`src/rtl/controller.sv`:
```
`default_nettype none
// ============================================================================
//  Module   : controller
//  Purpose  : VeriRISC instruction sequencer. Walks an 8-phase instruction
//             cycle and decodes opcode/zero into PC, IR, AC and memory strobes.
//  Revision : 1.0 - initial release
// ============================================================================
module controller #(
  parameter int OPWIDTH = 3,
  parameter int PHWIDTH = 3
) (
  input  logic               clk,
  input  logic               rst,
  input  logic [OPWIDTH-1:0] opcode,
  input  logic               zero,
  output logic [PHWIDTH-1:0] phase,
  output logic               sel,
  output logic               rd,
  output logic               wr,
  output logic               ld_ir,
  output logic               ld_ac,
  output logic               ld_pc,
  output logic               inc_pc,
  output logic               data_e,
  output logic               halt
);

  typedef enum logic [PHWIDTH-1:0] {
    INST_ADDR  = 3'd0,
    INST_FETCH = 3'd1,
    INST_LOAD  = 3'd2,
    IDLE       = 3'd3,
    OP_ADDR    = 3'd4,
    OP_FETCH   = 3'd5,
    ALU_OP     = 3'd6,
    STORE      = 3'd7
  } state_t;

  localparam logic [OPWIDTH-1:0] c_HLT = 3'd0;
  localparam logic [OPWIDTH-1:0] c_SKZ = 3'd1;
  localparam logic [OPWIDTH-1:0] c_ADD = 3'd2;
  localparam logic [OPWIDTH-1:0] c_AND = 3'd3;
  localparam logic [OPWIDTH-1:0] c_XOR = 3'd4;
  localparam logic [OPWIDTH-1:0] c_LDA = 3'd5;
  localparam logic [OPWIDTH-1:0] c_STO = 3'd6;
  localparam logic [OPWIDTH-1:0] c_JMP = 3'd7;

  state_t r_state;
  state_t w_next_state;
  logic   r_halt;
  logic   w_next_halt;
  logic   w_aluop;
  logic   w_hlt_now;

  assign phase = r_state;

  // Phase counter and sticky halt latch; reset acts immediately, no clock needed.
  always_ff @(posedge clk or posedge rst) begin
    if (rst) begin
      r_state <= INST_ADDR;
      r_halt  <= 1'b0;
    end else begin
      r_state <= w_next_state;
      r_halt  <= w_next_halt;
    end
  end

  // Next-phase logic and per-phase strobe decode.
  always_comb begin
    sel    = 1'b0;
    rd     = 1'b0;
    wr     = 1'b0;
    ld_ir  = 1'b0;
    ld_ac  = 1'b0;
    ld_pc  = 1'b0;
    inc_pc = 1'b0;
    data_e = 1'b0;

    // The opcode is only qualified by phase where it is actually needed, so
    // an undefined IR during fetch never leaks into the fetch strobes.
    w_aluop   = (opcode == c_ADD) || (opcode == c_AND) ||
                (opcode == c_XOR) || (opcode == c_LDA);
    w_hlt_now = (r_state == OP_ADDR) && (opcode == c_HLT);

    // Once halted the phase parks at OP_FETCH until reset.
    w_next_state = r_halt ? r_state : state_t'(r_state + 3'd1);
    w_next_halt  = r_halt | w_hlt_now;

    unique case (r_state)
      INST_ADDR: begin
        sel = 1'b1;
      end
      INST_FETCH: begin
        sel = 1'b1;
        rd  = 1'b1;
      end
      INST_LOAD, IDLE: begin
        sel   = 1'b1;
        rd    = 1'b1;
        ld_ir = 1'b1;
      end
      OP_ADDR: begin
        inc_pc = 1'b1;
      end
      OP_FETCH: begin
        rd = w_aluop;
      end
      ALU_OP: begin
        rd     = w_aluop;
        inc_pc = (opcode == c_SKZ) && zero;
        ld_pc  = (opcode == c_JMP);
        data_e = (opcode == c_STO);
      end
      STORE: begin
        rd     = w_aluop;
        ld_ac  = w_aluop;
        inc_pc = (opcode == c_JMP);
        ld_pc  = (opcode == c_JMP);
        wr     = (opcode == c_STO);
        data_e = (opcode == c_STO);
      end
      default: begin
        sel = 1'b0;
      end
    endcase

    // A halted processor drives nothing but the halt flag.
    if (r_halt) begin
      sel    = 1'b0;
      rd     = 1'b0;
      wr     = 1'b0;
      ld_ir  = 1'b0;
      ld_ac  = 1'b0;
      ld_pc  = 1'b0;
      inc_pc = 1'b0;
      data_e = 1'b0;
    end

    // Halt is visible already during OP_ADDR, before the latch captures it.
    halt = r_halt | w_hlt_now;
  end

endmodule
`default_nettype wire

```
`config.mk`:
```
export PLATFORM = sky130hd
export DESIGN_NAME = controller
export DESIGN_NICKNAME = d
export VERILOG_FILES = /design/src/rtl/controller.sv
export SDC_FILE = /design/constraint.sdc
export NUM_CORES = 1
export LEC_CHECK = 0
export CORE_AREA = 2 2 39 41
export DETAILED_ROUTE_END_ITERATION = 8
export DIE_AREA = 0 0 41 43
export GPL_ROUTABILITY_DRIVEN = 1
export SETUP_SLACK_MARGIN = 0.2
export SLEW_MARGIN = 20
export SYNTH_ARGS = -nofsm -noshare
export SYNTH_HDL_FRONTEND = slang
export SYNTH_SLANG_ARGS = --single-unit
```
`constraint.sdc`:
```
create_clock -name clk -period 2.6 [get_ports clk]
set_clock_uncertainty 0.1 [all_clocks]
set_input_delay 0.78 -clock clk [delete_from_list [all_inputs] [get_ports clk]]
set_output_delay 0.78 -clock clk [all_outputs]
set_load 0.01 [all_outputs]
```
* Word level (Yosys, flattened, before mapping)
Index checks and enable logic that the tools add are counted.
** Cells by class
- Add/sub/neg operators :: 1
- Eq/ne operators :: 14
- Muxes and demuxes :: 16
- Bitwise operators :: 1
- Reduce and logical (&&, ||, !) cells :: 12
** Operators with widths (count)
- == test 3 bit, second input constant :: 8
- two-way mux 1 bit :: 14
- == test 3 x 2 -> 1 bit, second input constant :: 4
- == test 3 x 1 -> 1 bit, second input constant :: 2
- logical NOT 3 bit :: 2
- OR reduction 3 bit :: 2
- OR reduction 2 bit :: 2
- OR reduction 4 bit :: 1
- adder 3 x 1 -> 3 bit, second input constant :: 1
- logical OR 1 bit :: 3
- case mux 1 bit (3 select lines) :: 1
- logical AND 1 bit :: 2
- case mux 1 bit (2 select lines) :: 1
- OR 1 bit :: 1
** Storage, ports and cells
- Register bits after elaboration :: 4
- Bits of input ports :: 6
- Output and inout bits :: 12

* Logic depth before layout (Yosys ltp)
Gate-level depths: netlist of the first run.
- Depth after elaboration :: 6
- Mapped depth :: 5
- Mapped depth without buffers :: 5

* Worst setup path before layout of the first run
Ideal clock, no wire load.
- Kind :: register -> output
- Start :: reg r_state[0] (netlist: phase[0])
- End :: out inc_pc
- Arrival time :: 1.420 ns
- Slack :: 0.300 ns
- Stages on the path, launching flop included :: 6
- Buffers on the path :: 0
- Path through :: dfrtp_1 inv_1 ha_1 nand4_1 or3_1 a31oi_1
** On the way
- Longest elaborated chain between the ends :: 3
** RTL lines
- from (decl) :: RTL line 48 : state_t r_state;
- from (signal assigned) :: RTL line 63 : r_state <= w_next_state;
- == test 3 bit :: RTL line 89 : unique case (r_state)
- case mux 1 bit (3 select lines) * :: RTL line 89
- two-way mux 1 bit * :: RTL line 128 : if (r_halt) begin
- to (decl) :: RTL line 23 : output logic inc_pc,
Every way passes the cells marked *; elsewhere a longest branch is shown, timed or not.

* Final worst setup path of the first run
- Start :: reg r_state[0] (netlist: phase[0])
- End :: out sel
** On the way
- Longest elaborated chain between the ends :: 4
** RTL lines
- == test 3 x 2 -> 1 bit, or another cell as far along :: RTL line 89
- OR reduction 4 bit (no line) *
- two-way mux 1 bit * :: RTL line 89
- two-way mux 1 bit * :: RTL line 128
- to (decl) :: RTL line 17 : output logic sel,
Marks and branches as above.

==> results.yml, run 1 <==
clock_tree:
  numCtsBuffers: 3
  cts_tree: "yes"
  clock_path_buffers: 2
  cts_max_level: 1
  ctsHoldBuffers: 0
  clkLatencyLatePin_ps: 230
  clock-sinks: 4
  path_clk_slew_ps: 40
  root_buffer: "clkbuf_4"
logic_synthesis:
  synth.area.mux_share: 0.0590
  synth_top_family_by_area: "simple AND/OR/NAND/NOR gates"
  syn-instance-count: 43
  synth-simple-area-share: 0.219
  synthXorXnorAreaFrac: 0.0486
  avgSynthCellArea_sq_um: 8.38
  synth_cell_type_count: 19
  ys_seq_elements: 4
  synth_area_sq_um: 360
  synth_nets: 55
  synth_compound_area_frac: 0.122
  synthAdderAreaFrac: 0.208
  yosysWarnings: 0
  seq_area_frac_synth: 0.278
setup_path:
  path_max_fanout: 4
  r2r_setup_slack_ps: 1030
  worstPathRequired_ps: 1720
  arrival_ps: 1660
  startpoint_type: "flop"
  cp-end-kind: "output pin"
  worstSetupPathType: "reg -> out"
place:
  place_hpwl_microns: 678
  port_buffers: 17
  gp_congestion: 0.668
  preCtsSetupSlack_ps: -655
hold_path:
  holdCritPathClass: "reg -> reg"
timing:
  tns_ps: 0
  hold_ws_ps: 551
  layout_min_cycle_time_ps: 2540
  finalMaxSlewViolations: 0
  relSlewSlack: 0.800
  hold_viol: 0
  tightest_slew_ps: 300
  final.setup.worst_slack_ps: 56.6
  fmax_mhz: 393
  finalCritPeriodShare: 0.978
  rsz0062_at_grt: "yes"
  finalSetupViolations: 0
global_route:
  grtUsageTotal: 0.125
  grt_max_degree: 9
  grt_overflow: 0
  grt_pass1_wl_microns: 1470
  antenna_found_initial: 0
  grt_pass1_vias: 365
drt:
  ant_nets: 0
  drt-pass1-iter-count: 2
  drt_iter0_drc: 1
  drcViolationCount: 0
  viasPerCell: 4.57
  routedWlPerCell_microns: 10.9
  vias: 430
  wl_microns: 1030
die:
  initial_core_util: 0.260
  fp.dieW_microns: 41
  num_io_pins: 18
  fp-row-count: 14
  core_area_sq_mm: 0.00138
  die_h_microns: 43
  dieArea_sq_mm: 0.00176
layout:
  utilization: 0.534
  fin_nets: 92
  drive_above_1_share: 0.590
  diodes: 0
  syn_to_final_growth_pct: 105
outcome:
  status: "finished clean"
power:
  power_uw: 154
  cellLeakagePower_uw: 0.000336
  ir_worst_vdd_mv: 0.166
  powerDensity_mw_per_mm2: 208
run:
  maxCapViolCount: 0
layout by cell type, fill, tap and decap left out, types with 2 or more instances in the layout:
master / n
ha_4: 3
dfrtp_1: 2
clkbuf_4: 3
buf_2: 8
nor2_1: 5
nand2_1: 2
inv_1: 4
ha_2: 2
or3_1: 2
buf_4: 12
clkdlybuf4s50_1: 4
dfrtp_2: 2
a21oi_1: 2
buf_6: 7
nand4_1: 2
cell families (layout without fill, tap and decap cells):
kind of cell | after synthesis | count (layout)
buffers and inverters | 6 | 41
adder cells (fa/ha/maj) | 6 | 6
multiplexers | 2 | 2
flip-flops | 4 | 4
AO/OA/AOI/OAI | 7 | 7
XOR/XNOR | 2 | 2
AND/OR/NAND/NOR | 16 | 16
cell type report:
cell class	count	area [sq um]
timing repair buffer	33	264
clock buffer	3	22.5
sequential	4	103
inverter	5	18.8
multi-input combinational	33	312
tap	16	20.0
fill	138	644
power breakdown:
part / internal (uW) / switching [uW] / leakage (uW) / total (uW)
clock: 51.5 / 23.2 / 0.0000138 / 74.6
combinational: 9.25 / 7.63 / 0.000274 / 16.9
sequential: 62.6 / 0 / 0.0000473 / 62.6
total: 123 / 30.8 / 0.000336 / 154
metrics by stage:
step / instances / instance area [sq um]
6_report: 94 / 739
5_1_grt: 94 / 739
4_1_cts: 88 / 661
3_5_place_dp: 83 / 606
3_3_place_gp: 83 / 606
2_1_floorplan: 43 / 360
state kept, by name, indices dropped and copies added (netlist names):
register / flops
phase: 3
r_halt: 1
metal layers:
metal | part of all wire | up-vias | global-route usage
met5 | 0 | - | 0
met1 | 0.39 | 197 | 0.154
met3 | 0.066 | 0 | 0.0314
li1 | - | 222 | -
met4 | 0 | 0 | 0.0800
met2 | 0.55 | 11 | 0.184
worst paths after layout:
check / startpoint / depth (start not counted) / endpoint
setup reg to reg: phase[0] / 9 / r_halt
min in group asynchronous: rst / 2 / phase[0]
max in group asynchronous: rst / 2 / phase[2]
setup / recovery: phase[0] / 6 / sel
hold / removal: phase[0] / 2 / phase[0]
hold reg to reg: phase[0] / 2 / phase[0]
worst max-delay path, stage by stage (launching register included):
cell,delay [ps]
dfrtp_1,410
buf_6,140
ha_2,180
or3_1,390
a21oi_2,130
nor2_1,40
buf_2,140
synthesized netlist by cell type (all sizes together):
library cell	n	area [sq um]
dfrtp	4	100
o21ai	1	5.00
a21oi	3	15.0
mux2	1	11.3
nor3	1	5.00
nand2	3	11.3
nor4	1	6.26
inv	5	18.8
mux2i	1	10.0
xnor2	2	17.5
nor4b	1	8.76
o41ai	1	8.76
or3	2	12.5
nor2	6	22.5
nand4	2	12.5
ha	6	75.1
o31a	1	8.76
buf	1	5.00
a31oi	1	6.26
repair_timing:
item,in CTS,in global routing
cloned,0,0
pin swaps,12,5
setup endpoints to repair,9,9
gates resized for setup,67,10
setup buffers,2,6
Power figures use the tool's default switching activity.
==> run 2, diff against run 1 <==
--- a/config.mk
+++ b/config.mk
@@ -8,7 +8,7 @@
 export CORE_AREA = 2 2 39 41
 export DETAILED_ROUTE_END_ITERATION = 8
 export DIE_AREA = 0 0 41 43
-export GPL_ROUTABILITY_DRIVEN = 1
+export GPL_ROUTABILITY_DRIVEN = 0
 export SETUP_SLACK_MARGIN = 0.2
 export SLEW_MARGIN = 20
 export SYNTH_ARGS = -nofsm -noshare
==> results of run 2 <==
Same layout as run 1: the final DEF is identical, and so are final timing and power.
